<file path="src/rtl/date_pkg.sv">
// Shared date constants, the packed date record and the binary-to-BCD helper
// used by the calendar counter.
package date_pkg;

   localparam logic [3:0] MAX_MONTH = 4'd12;
   localparam logic [6:0] MAX_YEAR  = 7'd99;

   localparam logic [4:0] DAYS_28 = 5'd28;
   localparam logic [4:0] DAYS_29 = 5'd29;
   localparam logic [4:0] DAYS_30 = 5'd30;
   localparam logic [4:0] DAYS_31 = 5'd31;

   typedef struct packed {
      logic [4:0] day;
      logic [3:0] month;
      logic [6:0] year;
   } date_t;

   // Two-digit values only, so a plain divide/modulo stays small and combinational.
   function automatic logic [7:0] bin2bcd(input logic [6:0] bin);
      return {4'(bin / 7'd10), 4'(bin % 7'd10)};
   endfunction

endpackage

</file>
<file path="src/rtl/days_in_month.sv">
// Month length lookup: combinational, zero latency, no flow control.
// Returns 0 for an out-of-range month so callers can treat it as invalid.
module days_in_month
   import date_pkg::*;
(
   input  logic [3:0] month_i,
   input  logic [1:0] year_lsb_i,   // only leap parity of 2000..2099 matters
   output logic [4:0] days_o
);

   always_comb begin
      days_o = 5'd0;
      case (month_i)
         4'd1, 4'd3, 4'd5, 4'd7, 4'd8, 4'd10, 4'd12: days_o = DAYS_31;
         4'd4, 4'd6, 4'd9, 4'd11:                    days_o = DAYS_30;
         4'd2: days_o = (year_lsb_i == 2'd0) ? DAYS_29 : DAYS_28;
         default:                                    days_o = 5'd0;
      endcase
   end

endmodule

</file>
<file path="src/rtl/date_counter.sv">
// Calendar day/month/year counter with validated date load and BCD display outputs.
// State and ticks update one cycle after day_tick, BCD two cycles; no backpressure.
module date_counter
   import date_pkg::*;
#(
   parameter int START_DAY   = 1,
   parameter int START_MONTH = 1,
   parameter int START_YEAR  = 0
) (
   input  logic       Clock_50MHz,
   input  logic       reset,
   input  logic       day_tick,
   input  logic       load_valid,
   input  logic [4:0] load_day,
   input  logic [3:0] load_month,
   input  logic [6:0] load_year,
   output logic       load_err,
   output logic [3:0] day_ones,
   output logic [3:0] day_tens,
   output logic [3:0] mon_ones,
   output logic [3:0] mon_tens,
   output logic [3:0] yr_ones,
   output logic [3:0] yr_tens,
   output logic       month_tick,
   output logic       year_tick,
   output logic       century_tick
);

   localparam date_t START_DATE = '{day:   5'(START_DAY),
                                    month: 4'(START_MONTH),
                                    year:  7'(START_YEAR)};

   date_t      date_q, date_d;
   logic       month_tick_q, month_tick_d;
   logic       year_tick_q, year_tick_d;
   logic       century_tick_q, century_tick_d;
   logic       load_err_q, load_err_d;
   logic [7:0] day_bcd_q, mon_bcd_q, yr_bcd_q;

   logic [4:0] cur_dim, load_dim;
   logic       load_ok;

   days_in_month u_dim_cur (
      .month_i    (date_q.month),
      .year_lsb_i (date_q.year[1:0]),
      .days_o     (cur_dim)
   );

   days_in_month u_dim_load (
      .month_i    (load_month),
      .year_lsb_i (load_year[1:0]),
      .days_o     (load_dim)
   );

   assign load_ok = (load_month >= 4'd1) && (load_month <= MAX_MONTH) &&
                    (load_year <= MAX_YEAR) &&
                    (load_day >= 5'd1) && (load_day <= load_dim);

   // A load always wins over a coincident day_tick, which is then dropped.
   always_comb begin
      date_d         = date_q;
      month_tick_d   = 1'b0;
      year_tick_d    = 1'b0;
      century_tick_d = 1'b0;
      load_err_d     = 1'b0;
      if (load_valid) begin
         if (load_ok) begin
            date_d = '{day: load_day, month: load_month, year: load_year};
         end else begin
            load_err_d = 1'b1;
         end
      end else if (day_tick) begin
         if (date_q.day < cur_dim) begin
            date_d.day = date_q.day + 5'd1;
         end else begin
            date_d.day   = 5'd1;
            month_tick_d = 1'b1;
            if (date_q.month >= MAX_MONTH) begin
               date_d.month = 4'd1;
               year_tick_d  = 1'b1;
               if (date_q.year >= MAX_YEAR) begin
                  date_d.year    = 7'd0;
                  century_tick_d = 1'b1;
               end else begin
                  date_d.year = date_q.year + 7'd1;
               end
            end else begin
               date_d.month = date_q.month + 4'd1;
            end
         end
      end
   end

   always_ff @(posedge Clock_50MHz or posedge reset) begin
      if (reset) begin
         date_q         <= START_DATE;
         month_tick_q   <= 1'b0;
         year_tick_q    <= 1'b0;
         century_tick_q <= 1'b0;
         load_err_q     <= 1'b0;
         day_bcd_q      <= bin2bcd({2'b00, START_DATE.day});
         mon_bcd_q      <= bin2bcd({3'b000, START_DATE.month});
         yr_bcd_q       <= bin2bcd(START_DATE.year);
      end else begin
         date_q         <= date_d;
         month_tick_q   <= month_tick_d;
         year_tick_q    <= year_tick_d;
         century_tick_q <= century_tick_d;
         load_err_q     <= load_err_d;
         day_bcd_q      <= bin2bcd({2'b00, date_q.day});
         mon_bcd_q      <= bin2bcd({3'b000, date_q.month});
         yr_bcd_q       <= bin2bcd(date_q.year);
      end
   end

   assign day_ones     = day_bcd_q[3:0];
   assign day_tens     = day_bcd_q[7:4];
   assign mon_ones     = mon_bcd_q[3:0];
   assign mon_tens     = mon_bcd_q[7:4];
   assign yr_ones      = yr_bcd_q[3:0];
   assign yr_tens      = yr_bcd_q[7:4];
   assign month_tick   = month_tick_q;
   assign year_tick    = year_tick_q;
   assign century_tick = century_tick_q;
   assign load_err     = load_err_q;

endmodule

</file>
<file path="config.mk">
export PLATFORM = sky130hd
export DESIGN_NAME = date_counter
export DESIGN_NICKNAME = d
export VERILOG_FILES = /design/src/rtl/date_pkg.sv /design/src/rtl/days_in_month.sv /design/src/rtl/date_counter.sv
export SDC_FILE = /design/constraint.sdc
export NUM_CORES = 1
export LEC_CHECK = 0
export BUFFER_PORTS_ARGS = -buffer_cell sky130_fd_sc_hd__buf_2
export CORE_MARGIN = 4
export CORE_UTILIZATION = 33
export DETAILED_ROUTE_END_ITERATION = 8
export SYNTH_ARGS = -nofsm -noshare
export SYNTH_HDL_FRONTEND = slang
export SYNTH_SLANG_ARGS = --single-unit
export TNS_END_PERCENT = 1
</file>
<file path="constraint.sdc">
create_clock -name Clock_50MHz -period 4.8 [get_ports Clock_50MHz]
set_input_delay 0.96 -clock Clock_50MHz [delete_from_list [all_inputs] [get_ports Clock_50MHz]]
set_output_delay 0.96 -clock Clock_50MHz [all_outputs]
set_load 0.05 [all_outputs]
</file>
# Word level (Yosys, flattened, before mapping)
# Index checks and enable logic that the tools add are counted.
# word_totals
reg_bits	44
in_bits	20
word_cells	94
# op_classes
n_addsub	3
div_mod_pow	6
n_lt_le_gt_ge	8
eq_ne	26
mux	26
reduce_logical	15
# ops
cell	n
$mux 16	3
$eq 4x4->1 const B	10
$eq 4x3->1 const B	8
$pmux 5 s3	2
$eq 4x2->1 const B	4
$mux 1	16
$mux 7	2
$reduce_or 7->1	2
$mux 11	1
$eq 4x1->1 const B	2
$reduce_or 4->1	2
$add 7x1->7 const B	1
$div 4x4->7 const B	1
$div 5x4->7 const B	1
$div 7x4->7 const B	1
$ge 7x7->1 const B	1
$le 7x7->1 const B	1
$mod 4x4->7 const B	1
$mod 5x4->7 const B	1
$mod 7x4->7 const B	1
$add 5x1->5 const B	1
$ge 5x1->1 const B	1
$le 5x5->1	1
$lt 5x5->1	1
other kinds (14)	19

# Depth between registers and ports, before layout
# Gate-level depths: netlist (run 1).
# logic_depth
word_depth	7
depth_mapped	14

# Cells and area by module
# Synthesis (run 1) repeated with hierarchy kept, for this count alone.
# unflattened
cells_unflattened	310
hier_area_um2	2872.8
# modules_own_cells
mod	instances	cells_each	area_per_inst_um2
date_counter	1	288	2705.1
days_in_month	2	11	83.8

# Worst setup path before layout (run 1)
# OpenSTA, ideal clock, no wires.
# synth_timing
path_type	register to register
from	register date_q[7] (netlist bit)
to	register date_q[4] (netlist bit)
arrival_time_ns	3.132
path_slack_ns	1.535
path_stages_with_launch	15
n_path_buf	1
period_less_slack_ns	3.265
path_cell_list	dfstp_2 > inv_1 > ha_1 > o31a_1 > o22ai_1 > nor2b_1 > ha_1 > o21a_1 > o21a_1 > a221oi_1 > o21ai_4 > nand4_4 > and2_4 > buf_6 > o221ai_2
# synth_between
elab_chain_cells	6
elab_cells_between_ends	20
cone_classes	order compare (2); eq/ne (13); mux (1); reduce/logical (4)
# synth_rtl
element	line_no	source
start, declared	date_counter.sv:33	date_t date_q, date_d;
start signal, assigned	date_counter.sv:105	date_q <= date_d;
$eq 4x1->1, or another cell as far along	days_in_month.sv:13	case (month_i)
$reduce_or 7->1 / $reduce_or 4->1 (equally long branches)	days_in_month.sv:13	
$pmux 5 s3	days_in_month.sv:13	
$lt 5x5->1	date_counter.sv:73	if (date_q.day < cur_dim) begin
$ne 2x2->1 (no line)	n/a	
$reduce_and 4->1 (no line) (*)	n/a	
# Every way passes the cells marked *; elsewhere a longest branch is shown, timed or not.
# A chain may end at the register's enable or synchronous reset.

# Worst setup path in the final report (run 1)
# layout_timing
from	register date_q[7] (netlist bit)
to	register date_q[7] (netlist bit)
# layout_between
elab_chain_cells	6
elab_cells_between_ends	24
cone_classes	add/sub (1); order compare (2); eq/ne (13); mux (5); reduce/logical (3)
# layout_rtl
element	line_no
$eq 4x1->1, or another cell as far along	days_in_month.sv:13
$reduce_or 7->1 / $reduce_or 4->1 (equally long branches)	days_in_month.sv:13
$pmux 5 s3	days_in_month.sv:13
$lt 5x5->1	date_counter.sv:73
$ne 2x2->1 (no line)	n/a
$reduce_and 3->1 (no line)	n/a
# Several ways; a longest one is shown, not always the timed one. The select of a mux whose other input is x is not followed.

==> flow_results.xml, run 1 <==
<?xml version="1.0" encoding="UTF-8"?>
<metrics>
  <group name="run_status">
    <metric name="status" unit="">completed</metric>
  </group>
  <group name="placement">
    <metric name="placedInstanceArea" unit="sq mm">0.00303</metric>
    <metric name="port_buffers" unit="">42</metric>
    <metric name="place_inst" unit="">433</metric>
    <metric name="dp.final_hpwl" unit="um">4800</metric>
    <metric name="last_weighted_congestion_value_of_the_routability_driven_placer" unit="">0.847</metric>
  </group>
  <group name="cells_and_area">
    <metric name="layout.cells.most_common" unit="">sky130_fd_sc_hd__buf_2</metric>
    <metric name="fin_nets" unit="">380</metric>
    <metric name="layout_overhead_on_the_synthesized_area" unit="%">10.3</metric>
    <metric name="n_fill_cell" unit="">864</metric>
    <metric name="finalCoreUtilization" unit="%">37.7</metric>
    <metric name="final_area" unit="sq mm">0.00311</metric>
    <metric name="finish.cell_count_without_fillers" unit="">441</metric>
    <metric name="multi_input_area" unit="sq mm">0.00161</metric>
    <metric name="final_cell_mix" unit="">42 x sky130_fd_sc_hd__buf_2, 35 x sky130_fd_sc_hd__dfrtp_1, 25 x sky130_fd_sc_hd__ha_1</metric>
    <metric name="share_of_post_route_cells_with_drive_strength_above_1" unit="%">22.6</metric>
    <metric name="layout.area.seq" unit="sq um">981</metric>
    <metric name="antennaDiodeCount" unit="">0</metric>
  </group>
  <group name="sta">
    <metric name="setup_violations_final" unit="">0</metric>
    <metric name="maxSlewHeadroom" unit="%">62.1</metric>
    <metric name="highest_clock_frequency_the_design_can_meet" unit="MHz">274</metric>
    <metric name="final-max-slew-violation-count" unit="">0</metric>
    <metric name="final.setup.tns" unit="ns">0</metric>
    <metric name="finalWorstPathRequiredPeriod" unit="ns">3.64</metric>
    <metric name="fin_hold_ws" unit="ns">0.422</metric>
    <metric name="timing.final.hold_violations" unit="">0</metric>
    <metric name="unrepaired_setup_endpoints_after_global_routing" unit="">no</metric>
    <metric name="worst-slew-pin-transition" unit="ns">0.569</metric>
    <metric name="skew" unit="ns">0.0103</metric>
    <metric name="period_share" unit="%">75.9</metric>
  </group>
  <group name="power">
    <metric name="worst_ir_drop_vdd" unit="mV">0.302</metric>
    <metric name="clock_power_share" unit="%">9.2</metric>
    <metric name="seqPwrFrac" unit="%">28.5</metric>
    <metric name="p_int" unit="mW">1.17</metric>
    <metric name="static-leakage-power" unit="nW">1.45</metric>
    <metric name="pwr_density_cell" unit="mW/mm^2">791</metric>
    <metric name="switching_share" unit="%">52.4</metric>
    <metric name="combinationalPowerShare" unit="%">62.4</metric>
    <metric name="switchingPower" unit="mW">1.29</metric>
  </group>
  <group name="hold_path">
    <metric name="timing.hold.worst.class" unit="">flip-flop to flip-flop</metric>
  </group>
  <group name="clocking">
    <metric name="cts.reportedPaths.clkPinSlew" unit="ns">0.08</metric>
    <metric name="cts_max_path_buffers" unit="">2</metric>
    <metric name="cts.htree.levels" unit="">2</metric>
    <metric name="clock_insertion_delay_worst_skew" unit="ns">0.30</metric>
    <metric name="cts_inserted_buffers" unit="">5</metric>
    <metric name="post_cts_buffers" unit="">0</metric>
    <metric name="cts_root_buffer" unit="">sky130_fd_sc_hd__clkbuf_8</metric>
    <metric name="cts_tree" unit="">built</metric>
    <metric name="numClockSinks" unit="">39</metric>
    <metric name="cts.repair.resized" unit="">0</metric>
    <metric name="holdBufCountCts" unit="">0</metric>
  </group>
  <group name="global_route">
    <metric name="antenna_found_initial" unit="">0</metric>
    <metric name="grt_start_max_net_pins" unit="">40</metric>
    <metric name="grt.total_usage" unit="%">13.4</metric>
    <metric name="gr-total-overflow" unit="">0</metric>
    <metric name="vias_in_the_first_global_route" unit="">2210</metric>
    <metric name="grt_first_pass_wirelength" unit="um">10900</metric>
  </group>
  <group name="route">
    <metric name="drt-total-wl" unit="um">6470</metric>
    <metric name="num_vias" unit="">2319</metric>
    <metric name="detail_route.first_pass.iterations" unit="">4</metric>
    <metric name="drc_errors" unit="">0</metric>
    <metric name="routed_wire_length_per_instance" unit="um">14.7</metric>
    <metric name="drt_iter0_markers" unit="">113</metric>
    <metric name="final_antenna_net_count" unit="">0</metric>
    <metric name="drt-vias-per-instance" unit="">5.26</metric>
  </group>
  <group name="setup_path">
    <metric name="worst-path-max-fanout" unit="">10</metric>
    <metric name="timing.critical_path.slowest_stage_cell" unit="">sky130_fd_sc_hd__dfstp_2</metric>
    <metric name="crit_path_end_kind" unit="">flip-flop</metric>
    <metric name="worstSetupPathType" unit="">flip-flop to flip-flop</metric>
    <metric name="worst_ep_arrival_time" unit="ns">3.87</metric>
    <metric name="timing.critical_path.max_delay_family" unit="">compound AO/OA/AOI/OAI gates</metric>
    <metric name="crit_chain" unit="">inv_1 &gt; ha_1 &gt; o31a_1 &gt; o22ai_1 &gt; nor2b_1 &gt; ha_1 &gt; o21a_1 &gt; o21a_1 &gt; a221oi_1 &gt; o21ai_4 &gt; nor2_1 &gt; nor2_1 &gt; o22a_1</metric>
    <metric name="critical_path_launch_point_type" unit="">flip-flop</metric>
    <metric name="critical_path.n_buffers_inverters" unit="">1</metric>
    <metric name="peak_per_stage_delay_on_the_critical_path" unit="ns">0.60</metric>
    <metric name="required" unit="ns">5.03</metric>
  </group>
  <group name="die">
    <metric name="initial_core_util" unit="%">34.2</metric>
    <metric name="floorplan.core_area" unit="sq mm">0.00826</metric>
    <metric name="die-width" unit="um">100</metric>
    <metric name="io-pin-count" unit="">48</metric>
    <metric name="core.rowCount" unit="">33</metric>
    <metric name="floorplan.die.height" unit="um">100</metric>
    <metric name="floorplan.die_area" unit="sq mm">0.0101</metric>
  </group>
  <group name="synth">
    <metric name="netlist_area" unit="sq mm">0.00282</metric>
    <metric name="number_of_warnings_printed_during_yosys_synthesis" unit="">0</metric>
    <metric name="asyncSetResetFlopFracSynth" unit="%">100</metric>
    <metric name="combinational_family_with_the_most_area_after_synthesis" unit="">compound AO/OA/AOI/OAI gates</metric>
    <metric name="syn_area_per_cell" unit="sq um">9.40</metric>
    <metric name="postSynthRegisterBits" unit="">39</metric>
    <metric name="synthAdderAreaFrac" unit="%">11.1</metric>
    <metric name="synthFlopType" unit="">sky130_fd_sc_hd__dfrtp_1</metric>
    <metric name="post_synth_and_or_nand_nor_area_fraction" unit="%">17.7</metric>
    <metric name="xor_xnor_share_of_the_synthesized_area" unit="%">1.86</metric>
    <metric name="synth-compound-area-share" unit="%">24.2</metric>
    <metric name="synth-edff-count" unit="">0</metric>
    <metric name="yosysSeqAreaShare" unit="%">34.8</metric>
    <metric name="synth_cell_types" unit="">70</metric>
    <metric name="synthCells" unit="">300</metric>
    <metric name="synth.mux.area_fraction" unit="%">1.46</metric>
  </group>
  <group name="flow_run">
    <metric name="max-cap-violations" unit="">0</metric>
  </group>
</metrics>
==> sequential cells by signal, indices dropped and copies added (netlist names) <==
register,count
century_tick,1
year_tick,1
yr_bcd_q,8
date_q,16
mon_bcd_q,5
month_tick,1
day_bcd_q,6
load_err,1
==> worst paths after layout <==
check	from	endpoint	slack [ns]	cells past startpoint
setup / recovery	date_q[7]	date_q[7]	1.16	13
hold / removal	date_q[7]	mon_bcd_q[0]	0.42	0
setup reg to reg	date_q[7]	date_q[7]	1.16	13
hold reg to reg	date_q[7]	mon_bcd_q[0]	0.42	0
max in group asynchronous	reset	mon_bcd_q[0]	3.66	3
min in group asynchronous	reset	date_q[1]	0.78	3
==> cell type report <==
type	count	share of cell area [%]
Sequential cell	39	31.5
Timing Repair Buffer	43	7.00
Tap cell	105	4.22
Multi-Input combinational cell	222	51.6
Clock inverter	2	0.402
Clock buffer	6	2.33
Inverter	24	2.90
==> through the flow <==
stage | worst slack (ns) | power (mW)
after global routing | 0.868 | 2.69
final | 1.16 | 2.46
after detailed placement | 1.19 | 2.24
after CTS | 1.18 | 2.48
after global placement | 1.29 | 2.21
after floorplan | 1.54 | 1.97
==> power by group through the flow <==
stage          logic [mW]  clock network [mW]  registers, mW
6_report             1.53               0.225          0.701
5_1_grt              1.71               0.249          0.735
4_1_cts              1.54               0.239          0.699
3_5_place_dp         1.53                   0          0.707
3_3_place_gp         1.51                   0          0.704
2_1_floorplan        1.08                   0          0.889
==> cells by family (layout without fill, tap and decap cells) <==
| logic type | after synthesis | after routing |
|---|---|---|
| other | 1 | 5 |
| xor gates and xnor gates | 6 | 6 |
| muxes | 4 | 4 |
| and+or+nand+nor | 90 | 90 |
| buffers and inverters | 43 | 75 |
| AOI/OAI and AO/OA | 92 | 92 |
| adders and majority gates | 25 | 25 |
| DFF | 39 | 39 |
==> cells in the mapped netlist, types with 4 or more instances <==
cell	instances	area (sq um)
sky130_fd_sc_hd__a211oi_1	6	45.0
sky130_fd_sc_hd__a21oi_1	20	100
sky130_fd_sc_hd__a22oi_1	4	30.0
sky130_fd_sc_hd__buf_4	6	45.0
sky130_fd_sc_hd__clkbuf_1	4	15.0
sky130_fd_sc_hd__clkbuf_8	4	55.1
sky130_fd_sc_hd__dfrtp_1	35	876
sky130_fd_sc_hd__dfstp_2	4	105
sky130_fd_sc_hd__ha_1	25	313
sky130_fd_sc_hd__inv_1	24	90.1
sky130_fd_sc_hd__nand2_1	23	86.3
sky130_fd_sc_hd__nand2b_1	4	25.0
sky130_fd_sc_hd__nand3_1	7	35.0
sky130_fd_sc_hd__nor2_1	15	56.3
sky130_fd_sc_hd__nor2b_1	8	50.1
sky130_fd_sc_hd__nor3_1	8	40.0
sky130_fd_sc_hd__o21ai_0	13	65.1
sky130_fd_sc_hd__o22ai_1	9	56.3
sky130_fd_sc_hd__xnor2_1	5	43.8
==> routing by layer <==
metal,track usage (%),part of all wire [%]
met2,20.5,44
met1,18.6,49
met5,0,0
met4,5.08,2.1
met3,2.71,4.9
Note: power is estimated with default switching activity, not from simulation.
==> inputs of run 2 (changes only) <==
==> constraint.sdc (replaced) <==
create_clock -name Clock_50MHz -period 3.2 [get_ports Clock_50MHz]
set_input_delay 0.64 -clock Clock_50MHz [delete_from_list [all_inputs] [get_ports Clock_50MHz]]
set_output_delay 0.64 -clock Clock_50MHz [all_outputs]
set_load 0.05 [all_outputs]
==> run 2 against run 1 <==
  * Core utilization rose by 3.3 points
  * Critical path depth rose by 1
  * First-iteration DRC count rose by 45%
  * Clock-buffer cell count did not move
  * Sequential share of layout area fell by 2.5 points
  * Register-to-register slack got worse by 1.1 ns
  * Sequential power rose by 44%
==> flow_results.xml, run 2 (synthesized netlist as in run 1, its figures left out) <==
<?xml version="1.0" encoding="UTF-8"?>
<metrics>
  <group name="clocking">
    <metric name="cts_root_buffer" unit="">sky130_fd_sc_hd__clkbuf_8</metric>
    <metric name="cts_tree" unit="">built</metric>
    <metric name="cts.reportedPaths.clkPinSlew" unit="ns">0.09</metric>
    <metric name="clock_insertion_delay_worst_skew" unit="ns">0.30</metric>
    <metric name="numClockSinks" unit="">39</metric>
    <metric name="cts.htree.levels" unit="">2</metric>
    <metric name="cts_max_path_buffers" unit="">2</metric>
    <metric name="holdBufCountCts" unit="">0</metric>
    <metric name="cts_inserted_buffers" unit="">5</metric>
  </group>
  <group name="cells_and_area">
    <metric name="largest_reg_flops" unit="">16</metric>
    <metric name="final_cell_mix" unit="">42 x sky130_fd_sc_hd__buf_2, 34 x sky130_fd_sc_hd__dfrtp_1, 23 x sky130_fd_sc_hd__nand2_1</metric>
    <metric name="antennaDiodeCount" unit="">0</metric>
    <metric name="largest_registers" unit="">date_q (16), yr_bcd_q (8), day_bcd_q (6)</metric>
    <metric name="largest-register" unit="">date_q</metric>
    <metric name="fin_nets" unit="">402</metric>
    <metric name="finalCoreUtilization" unit="%">40.9</metric>
    <metric name="layout.cells.most_common" unit="">sky130_fd_sc_hd__buf_2</metric>
    <metric name="share_of_post_route_cells_with_drive_strength_above_1" unit="%">31.8</metric>
    <metric name="layout_overhead_on_the_synthesized_area" unit="%">19.9</metric>
  </group>
  <group name="sta">
    <metric name="worst-slew-pin-transition" unit="ns">0.542</metric>
    <metric name="period_share" unit="%">97.3</metric>
    <metric name="finalWorstPathRequiredPeriod" unit="ns">3.11</metric>
    <metric name="skew" unit="ns">0.00934</metric>
    <metric name="final-max-slew-violation-count" unit="">0</metric>
    <metric name="highest_clock_frequency_the_design_can_meet" unit="MHz">321</metric>
    <metric name="setup_violations_final" unit="">0</metric>
    <metric name="maxSlewHeadroom" unit="%">63.4</metric>
    <metric name="timing.final.hold_violations" unit="">0</metric>
    <metric name="unrepaired_setup_endpoints_after_global_routing" unit="">yes</metric>
  </group>
  <group name="hold_path">
    <metric name="min_from" unit="">date_q[11]</metric>
    <metric name="timing.hold.worst.class" unit="">flip-flop to flip-flop</metric>
    <metric name="min_delay_worst_endpoint" unit="">day_bcd_q[0]</metric>
    <metric name="min_delay_path_depth" unit="">0</metric>
  </group>
  <group name="die">
    <metric name="floorplan.core_area" unit="sq mm">0.00826</metric>
    <metric name="core.rowCount" unit="">33</metric>
    <metric name="floorplan.die_area" unit="sq mm">0.0101</metric>
    <metric name="initial_core_util" unit="%">34.2</metric>
    <metric name="floorplan.die.height" unit="um">100</metric>
    <metric name="io-pin-count" unit="">48</metric>
    <metric name="die-width" unit="um">100</metric>
  </group>
  <group name="placement">
    <metric name="port_buffers" unit="">42</metric>
    <metric name="dp.final_hpwl" unit="um">5010</metric>
    <metric name="last_weighted_congestion_value_of_the_routability_driven_placer" unit="">0.853</metric>
  </group>
  <group name="run_status">
    <metric name="status" unit="">completed</metric>
  </group>
  <group name="route">
    <metric name="routed_wire_length_per_instance" unit="um">14.8</metric>
    <metric name="drt-total-wl" unit="um">6850</metric>
    <metric name="drc_errors" unit="">0</metric>
    <metric name="num_vias" unit="">2436</metric>
    <metric name="detail_route.first_pass.iterations" unit="">4</metric>
    <metric name="drt-vias-per-instance" unit="">5.26</metric>
    <metric name="drt_iter0_markers" unit="">164</metric>
    <metric name="final_antenna_net_count" unit="">0</metric>
  </group>
  <group name="power">
    <metric name="worst_ir_drop_vdd" unit="mV">0.451</metric>
    <metric name="p_total" unit="mW">4.21</metric>
    <metric name="pwr_density_cell" unit="mW/mm^2">1240</metric>
    <metric name="static-leakage-power" unit="nW">1.56</metric>
  </group>
  <group name="setup_path">
    <metric name="worst_r2r_path_depth" unit="">14</metric>
    <metric name="ff2ff_setup_slack" unit="ns">0.09</metric>
    <metric name="critical_path_launch_point_type" unit="">flip-flop</metric>
    <metric name="worstSetupPathType" unit="">flip-flop to flip-flop</metric>
    <metric name="worst_ep_arrival_time" unit="ns">3.33</metric>
    <metric name="r2r_end" unit="">date_q[10]</metric>
    <metric name="worst-path-max-fanout" unit="">7</metric>
    <metric name="rr_startpoint" unit="">date_q[7]</metric>
    <metric name="crit_path_end_kind" unit="">flip-flop</metric>
    <metric name="required" unit="ns">3.42</metric>
  </group>
  <group name="global_route">
    <metric name="gr-total-overflow" unit="">0</metric>
    <metric name="grt_first_pass_wirelength" unit="um">11500</metric>
    <metric name="grt.total_usage" unit="%">14.2</metric>
    <metric name="antenna_found_initial" unit="">0</metric>
    <metric name="grt_start_max_net_pins" unit="">40</metric>
    <metric name="vias_in_the_first_global_route" unit="">2408</metric>
  </group>
  <group name="flow_run">
    <metric name="max-cap-violations" unit="">0</metric>
  </group>
</metrics>
-- run 2: final cells by class --
cell class | instances | area (sq um)
clock inverter | 2 | 12.5
clock buffer | 6 | 72.6
inverter | 24 | 90.1
fill | 835 | 4880
sequential | 39 | 982
multi-input combinational | 222 | 1710
timing repair buffer | 65 | 387
tap | 105 | 131
-- run 2: layer usage --
layer  global-route usage [%]  up-vias  wire [um]
li1                         -     1195          -
met2                     22.9       88       3200
met5                        0        -          0
met3                     2.64       20        402
met1                     18.9     1133       3070
met4                     5.18        0        172
-- run 2: worst max path at each step --
stage	cells after the start	slack, ns	to	start
after detailed placement	14	-0.07	date_q[10]	date_q[7]
after CTS	14	0.007	date_q[10]	date_q[7]
after floorplan	14	0.04	date_q[4]	date_q[7]
after global routing	14	-0.06	date_q[10]	date_q[7]
final	14	0.09	date_q[10]	date_q[7]
after global placement	14	0.05	date_q[10]	date_q[7]
-- run 2: critical path: stages (launching register included) --
cell	delay [ns]
sky130_fd_sc_hd__dfstp_2	0.60
sky130_fd_sc_hd__inv_2	0.07
sky130_fd_sc_hd__ha_4	0.16
sky130_fd_sc_hd__o31a_1	0.25
sky130_fd_sc_hd__o22ai_2	0.11
sky130_fd_sc_hd__nor2b_4	0.25
sky130_fd_sc_hd__ha_4	0.23
sky130_fd_sc_hd__o21a_1	0.16
sky130_fd_sc_hd__o21a_1	0.20
sky130_fd_sc_hd__a221oi_2	0.29
sky130_fd_sc_hd__o21ai_4	0.16
sky130_fd_sc_hd__buf_6	0.16
sky130_fd_sc_hd__a21oi_2	0.13
sky130_fd_sc_hd__a211oi_2	0.06
sky130_fd_sc_hd__a211oi_2	0.20
-- run 2: report_power, final --
| part | leakage [nW] | internal [mW] | switching (mW) | total, mW |
|---|---|---|---|---|
| Clock | 0.0412 | 0.153 | 0.193 | 0.346 |
| Combinational | 1.05 | 1.21 | 1.64 | 2.85 |
| Sequential | 0.468 | 0.743 | 0.271 | 1.01 |
-- run 2: timing repair --
item / CTS / global route
setup endpoints to repair: 14 / 15
pin swaps: 1 / 6
hold endpoints to repair: 0 / 0
resized for setup: 3 / 17
buffers inserted: 0 / 4
-- run 2: through the flow --
stage	setup TNS [ns]	area [sq um]	worst slack (ns)	hold slack (ns)	std cells
floorplan	0	2840	0.0440	0.389	304
global placement	0	3170	0.0494	0.418	451
detailed placement	-0.508	3170	-0.0704	0.422	451
CTS	0	3270	0.00714	0.440	459
global route	-0.136	3380	-0.0620	0.448	463
finish	0	3380	0.0872	0.441	463
==> inputs of run 3 (changes only) <==
--- a/config.mk
+++ b/config.mk
@@ -11,5 +11,6 @@
 export DETAILED_ROUTE_END_ITERATION = 8
 export SYNTH_ARGS = -nofsm -noshare
 export SYNTH_HDL_FRONTEND = slang
+export SYNTH_HIERARCHICAL = 1
 export SYNTH_SLANG_ARGS = --single-unit
 export TNS_END_PERCENT = 1
==> run 3 against run 2 <==
  * Core utilization fell by 2.1 points
  * Worst setup slack improved by 0.25 ns
  * Cell count fell by 1.5%
  * Final area fell by 4.1%
  * Non-clock buffer count fell by 15
  * Register-to-register slack improved by 0.25 ns
  * Sequential share of layout area rose by 1.2 points
  * Combinational power fell by 18%
  * Flip-flop and latch count did not move
  * Critical path type unchanged
==> flow_results.xml, run 3 <==
<?xml version="1.0" encoding="UTF-8"?>
<metrics>
  <group name="sta">
    <metric name="final.setup.tns" unit="ns">0</metric>
    <metric name="finalWorstPathRequiredPeriod" unit="ns">2.86</metric>
    <metric name="highest_clock_frequency_the_design_can_meet" unit="MHz">350</metric>
    <metric name="final-max-slew-violation-count" unit="">0</metric>
    <metric name="setup_violations_final" unit="">0</metric>
    <metric name="unrepaired_setup_endpoints_after_global_routing" unit="">no</metric>
    <metric name="timing.final.hold_violations" unit="">0</metric>
    <metric name="period_share" unit="%">89.4</metric>
    <metric name="worst-slew-pin-transition" unit="ns">0.820</metric>
    <metric name="fin_hold_ws" unit="ns">0.415</metric>
    <metric name="skew" unit="ns">0.00685</metric>
    <metric name="maxSlewHeadroom" unit="%">45.3</metric>
  </group>
  <group name="clocking">
    <metric name="cts_tree" unit="">built</metric>
    <metric name="cts_root_buffer" unit="">sky130_fd_sc_hd__clkbuf_8</metric>
    <metric name="cts_inserted_buffers" unit="">5</metric>
    <metric name="holdBufCountCts" unit="">0</metric>
    <metric name="cts_max_path_buffers" unit="">2</metric>
    <metric name="cts.repair.resized" unit="">0</metric>
    <metric name="cts.reportedPaths.clkPinSlew" unit="ns">0.08</metric>
    <metric name="clock_insertion_delay_worst_skew" unit="ns">0.29</metric>
    <metric name="numClockSinks" unit="">39</metric>
    <metric name="post_cts_buffers" unit="">0</metric>
    <metric name="cts.htree.levels" unit="">2</metric>
  </group>
  <group name="route">
    <metric name="final_antenna_net_count" unit="">0</metric>
    <metric name="drc_errors" unit="">0</metric>
    <metric name="drt-vias-per-instance" unit="">5.25</metric>
    <metric name="detail_route.first_pass.iterations" unit="">4</metric>
    <metric name="drt-total-wl" unit="um">6770</metric>
    <metric name="routed_wire_length_per_instance" unit="um">14.8</metric>
    <metric name="num_vias" unit="">2395</metric>
    <metric name="drt_iter0_markers" unit="">160</metric>
  </group>
  <group name="setup_path">
    <metric name="critical_path_launch_point_type" unit="">flip-flop</metric>
    <metric name="crit_path_end_kind" unit="">flip-flop</metric>
    <metric name="crit_chain" unit="">nor2b_2 &gt; o2bb2ai_2 &gt; a221oi_4 &gt; ha_1 &gt; and3_1 &gt; a221oi_2 &gt; nor4_2 &gt; mux2i_1</metric>
    <metric name="worst_ep_arrival_time" unit="ns">3.07</metric>
    <metric name="critical_path.n_buffers_inverters" unit="">0</metric>
    <metric name="worst-path-max-fanout" unit="">9</metric>
    <metric name="timing.critical_path.max_delay_family" unit="">simple AND/OR/NAND/NOR gates</metric>
    <metric name="peak_per_stage_delay_on_the_critical_path" unit="ns">0.48</metric>
    <metric name="worstSetupPathType" unit="">flip-flop to flip-flop</metric>
    <metric name="required" unit="ns">3.41</metric>
    <metric name="timing.critical_path.slowest_stage_cell" unit="">sky130_fd_sc_hd__dfrtp_1</metric>
  </group>
  <group name="synth">
    <metric name="synthFlopType" unit="">sky130_fd_sc_hd__dfrtp_1</metric>
    <metric name="postSynthRegisterBits" unit="">39</metric>
    <metric name="number_of_warnings_printed_during_yosys_synthesis" unit="">6</metric>
    <metric name="synthCells" unit="">310</metric>
    <metric name="synth-edff-count" unit="">0</metric>
    <metric name="synth_top_area_share" unit="%">30.5</metric>
    <metric name="syn_area_per_cell" unit="sq um">9.27</metric>
    <metric name="yosysSeqAreaShare" unit="%">34.1</metric>
    <metric name="synth.cells.most_frequent" unit="">35 x sky130_fd_sc_hd__dfrtp_1, 28 x sky130_fd_sc_hd__inv_1, 23 x sky130_fd_sc_hd__ha_1, 23 x sky130_fd_sc_hd__nand2_1</metric>
    <metric name="synth_top_area_cell" unit="">sky130_fd_sc_hd__dfrtp_1</metric>
    <metric name="post_synth_main_area_contributors" unit="">sky130_fd_sc_hd__dfrtp_1 30%, sky130_fd_sc_hd__ha_1 10%, sky130_fd_sc_hd__dfstp_2 3.7%</metric>
    <metric name="synth_most_common_cell" unit="">sky130_fd_sc_hd__dfrtp_1</metric>
    <metric name="netlist_area" unit="sq mm">0.00287</metric>
    <metric name="asyncSetResetFlopFracSynth" unit="%">100</metric>
    <metric name="synth_cell_types" unit="">71</metric>
  </group>
  <group name="die">
    <metric name="floorplan.die_area" unit="sq mm">0.0103</metric>
    <metric name="initial_core_util" unit="%">34.4</metric>
    <metric name="io-pin-count" unit="">48</metric>
    <metric name="floorplan.core_area" unit="sq mm">0.00834</metric>
    <metric name="die-width" unit="um">101</metric>
    <metric name="floorplan.die.height" unit="um">101</metric>
    <metric name="core.rowCount" unit="">33</metric>
  </group>
  <group name="run_status">
    <metric name="status" unit="">completed</metric>
  </group>
  <group name="cells_and_area">
    <metric name="layout_overhead_on_the_synthesized_area" unit="%">12.8</metric>
    <metric name="antennaDiodeCount" unit="">0</metric>
    <metric name="largest-register" unit="">date_q</metric>
    <metric name="n_fill_cell" unit="">864</metric>
    <metric name="final_cell_mix" unit="">42 x sky130_fd_sc_hd__buf_2, 35 x sky130_fd_sc_hd__dfrtp_1, 28 x sky130_fd_sc_hd__inv_1</metric>
    <metric name="layout.cells.most_common" unit="">sky130_fd_sc_hd__buf_2</metric>
    <metric name="largest_registers" unit="">date_q (16), yr_bcd_q (8), day_bcd_q (6)</metric>
    <metric name="finalCoreUtilization" unit="%">38.9</metric>
    <metric name="share_of_post_route_cells_with_drive_strength_above_1" unit="%">23.6</metric>
    <metric name="largest_reg_flops" unit="">16</metric>
    <metric name="fin_nets" unit="">393</metric>
    <metric name="finish.cell_count_without_fillers" unit="">456</metric>
  </group>
  <group name="global_route">
    <metric name="gr-total-overflow" unit="">0</metric>
    <metric name="grt_start_max_net_pins" unit="">27</metric>
    <metric name="grt.total_usage" unit="%">13.8</metric>
    <metric name="antenna_found_initial" unit="">0</metric>
    <metric name="grt_first_pass_wirelength" unit="um">11400</metric>
    <metric name="vias_in_the_first_global_route" unit="">2281</metric>
  </group>
  <group name="power">
    <metric name="p_total" unit="mW">3.63</metric>
    <metric name="worst_ir_drop_vdd" unit="mV">0.262</metric>
    <metric name="pwr_density_cell" unit="mW/mm^2">1120</metric>
    <metric name="static-leakage-power" unit="nW">1.56</metric>
  </group>
  <group name="placement">
    <metric name="last_weighted_congestion_value_of_the_routability_driven_placer" unit="">0.834</metric>
    <metric name="place_inst" unit="">448</metric>
    <metric name="port_buffers" unit="">42</metric>
    <metric name="dp.final_hpwl" unit="um">5270</metric>
  </group>
  <group name="flow_run">
    <metric name="max-cap-violations" unit="">0</metric>
  </group>
  <group name="hold_path">
    <metric name="timing.hold.worst.class" unit="">flip-flop to flip-flop</metric>
  </group>
</metrics>
[run 3: cell count changes in the layout (fill, tap and decap cells not counted), moves of 4 or more]
cell,previous run,this run
sky130_fd_sc_hd__a21oi_1,19,13
sky130_fd_sc_hd__ha_4,4,0
sky130_fd_sc_hd__buf_4,22,8
sky130_fd_sc_hd__o22ai_1,8,2
sky130_fd_sc_hd__o2bb2ai_1,0,9
sky130_fd_sc_hd__o21ai_1,0,4
sky130_fd_sc_hd__mux2i_1,3,8
sky130_fd_sc_hd__a32oi_1,1,6
sky130_fd_sc_hd__o211ai_1,2,6
sky130_fd_sc_hd__inv_1,22,28
[run 3: power breakdown]
part / leakage, nW / internal (mW) / switching, mW / total, mW
Sequential: 0.468 / 0.740 / 0.233 / 0.974
Clock: 0.0422 / 0.153 / 0.170 / 0.323
Combinational: 1.05 / 0.857 / 1.47 / 2.33
Total: 1.56 / 1.75 / 1.88 / 3.63
[run 3: layout make-up]
| type | instances | area [sq um] | share of cell area, % |
|---|---|---|---|
| multi-input cells | 224 | 1670 | 51.4 |
| flip-flops and latches | 39 | 981 | 30.3 |
| repair buffers | 50 | 270 | 8.34 |
| well taps | 105 | 131 | 4.05 |
| inverters | 30 | 113 | 3.47 |
| clock buffers | 7 | 76.3 | 2.35 |
| clock inverters | 1 | 5.00 | 0.154 |
[run 3: worst paths after layout]
kind                            start            to  slack (ns)  cells past startpoint
setup / recovery            date_q[5]   yr_bcd_q[2]        0.34                      8
hold / removal             date_q[11]  day_bcd_q[0]        0.41                      0
setup reg to reg            date_q[5]   yr_bcd_q[2]        0.34                      8
hold reg to reg            date_q[11]  day_bcd_q[0]        0.41                      0
max in group asynchronous       reset  mon_bcd_q[0]        1.95                      3
min in group asynchronous       reset     date_q[8]        0.50                      2
[run 3: layer usage]
layer  routed length, um  global-route usage (%)
met1                3460                    21.3
met2                2850                    19.3
met3                 396                    2.55
met4                  70                    4.09
met5                   0                       0
[run 3: kinds of logic (layout without fill, tap and decap cells)]
group                      Yosys count  count (layout)  share of synthesized area, %
buffers and inverters               51              88                          8.41
AOI/OAI and AO/OA                   96              96                          25.7
xor gates and xnor gates             8               8                          2.70
other                                1               5                         0.131
DFF                                 39              39                          34.1
muxes                                8               8                          2.79
adders and majority gates           23              23                          10.0
and+or+nand+nor                     84              84                          16.1
[run 3: metrics by stage]
stage	setup slack [ns]	area, sq um
after floorplan	0.379	2890
after global placement	0.200	3160
after detailed placement	0.131	3160
after CTS	0.299	3240
after global routing	0.167	3240
final	0.341	3240
[run 3: worst register-to-register path: cells and delay by family, from the launching register on]
family / cells / cell delay [ns]
AOI/OAI and AO/OA: 3 / 0.58
adders and majority gates: 1 / 0.35
DFF: 1 / 0.48
muxes: 1 / 0.26
and+or+nand+nor: 3 / 1.11
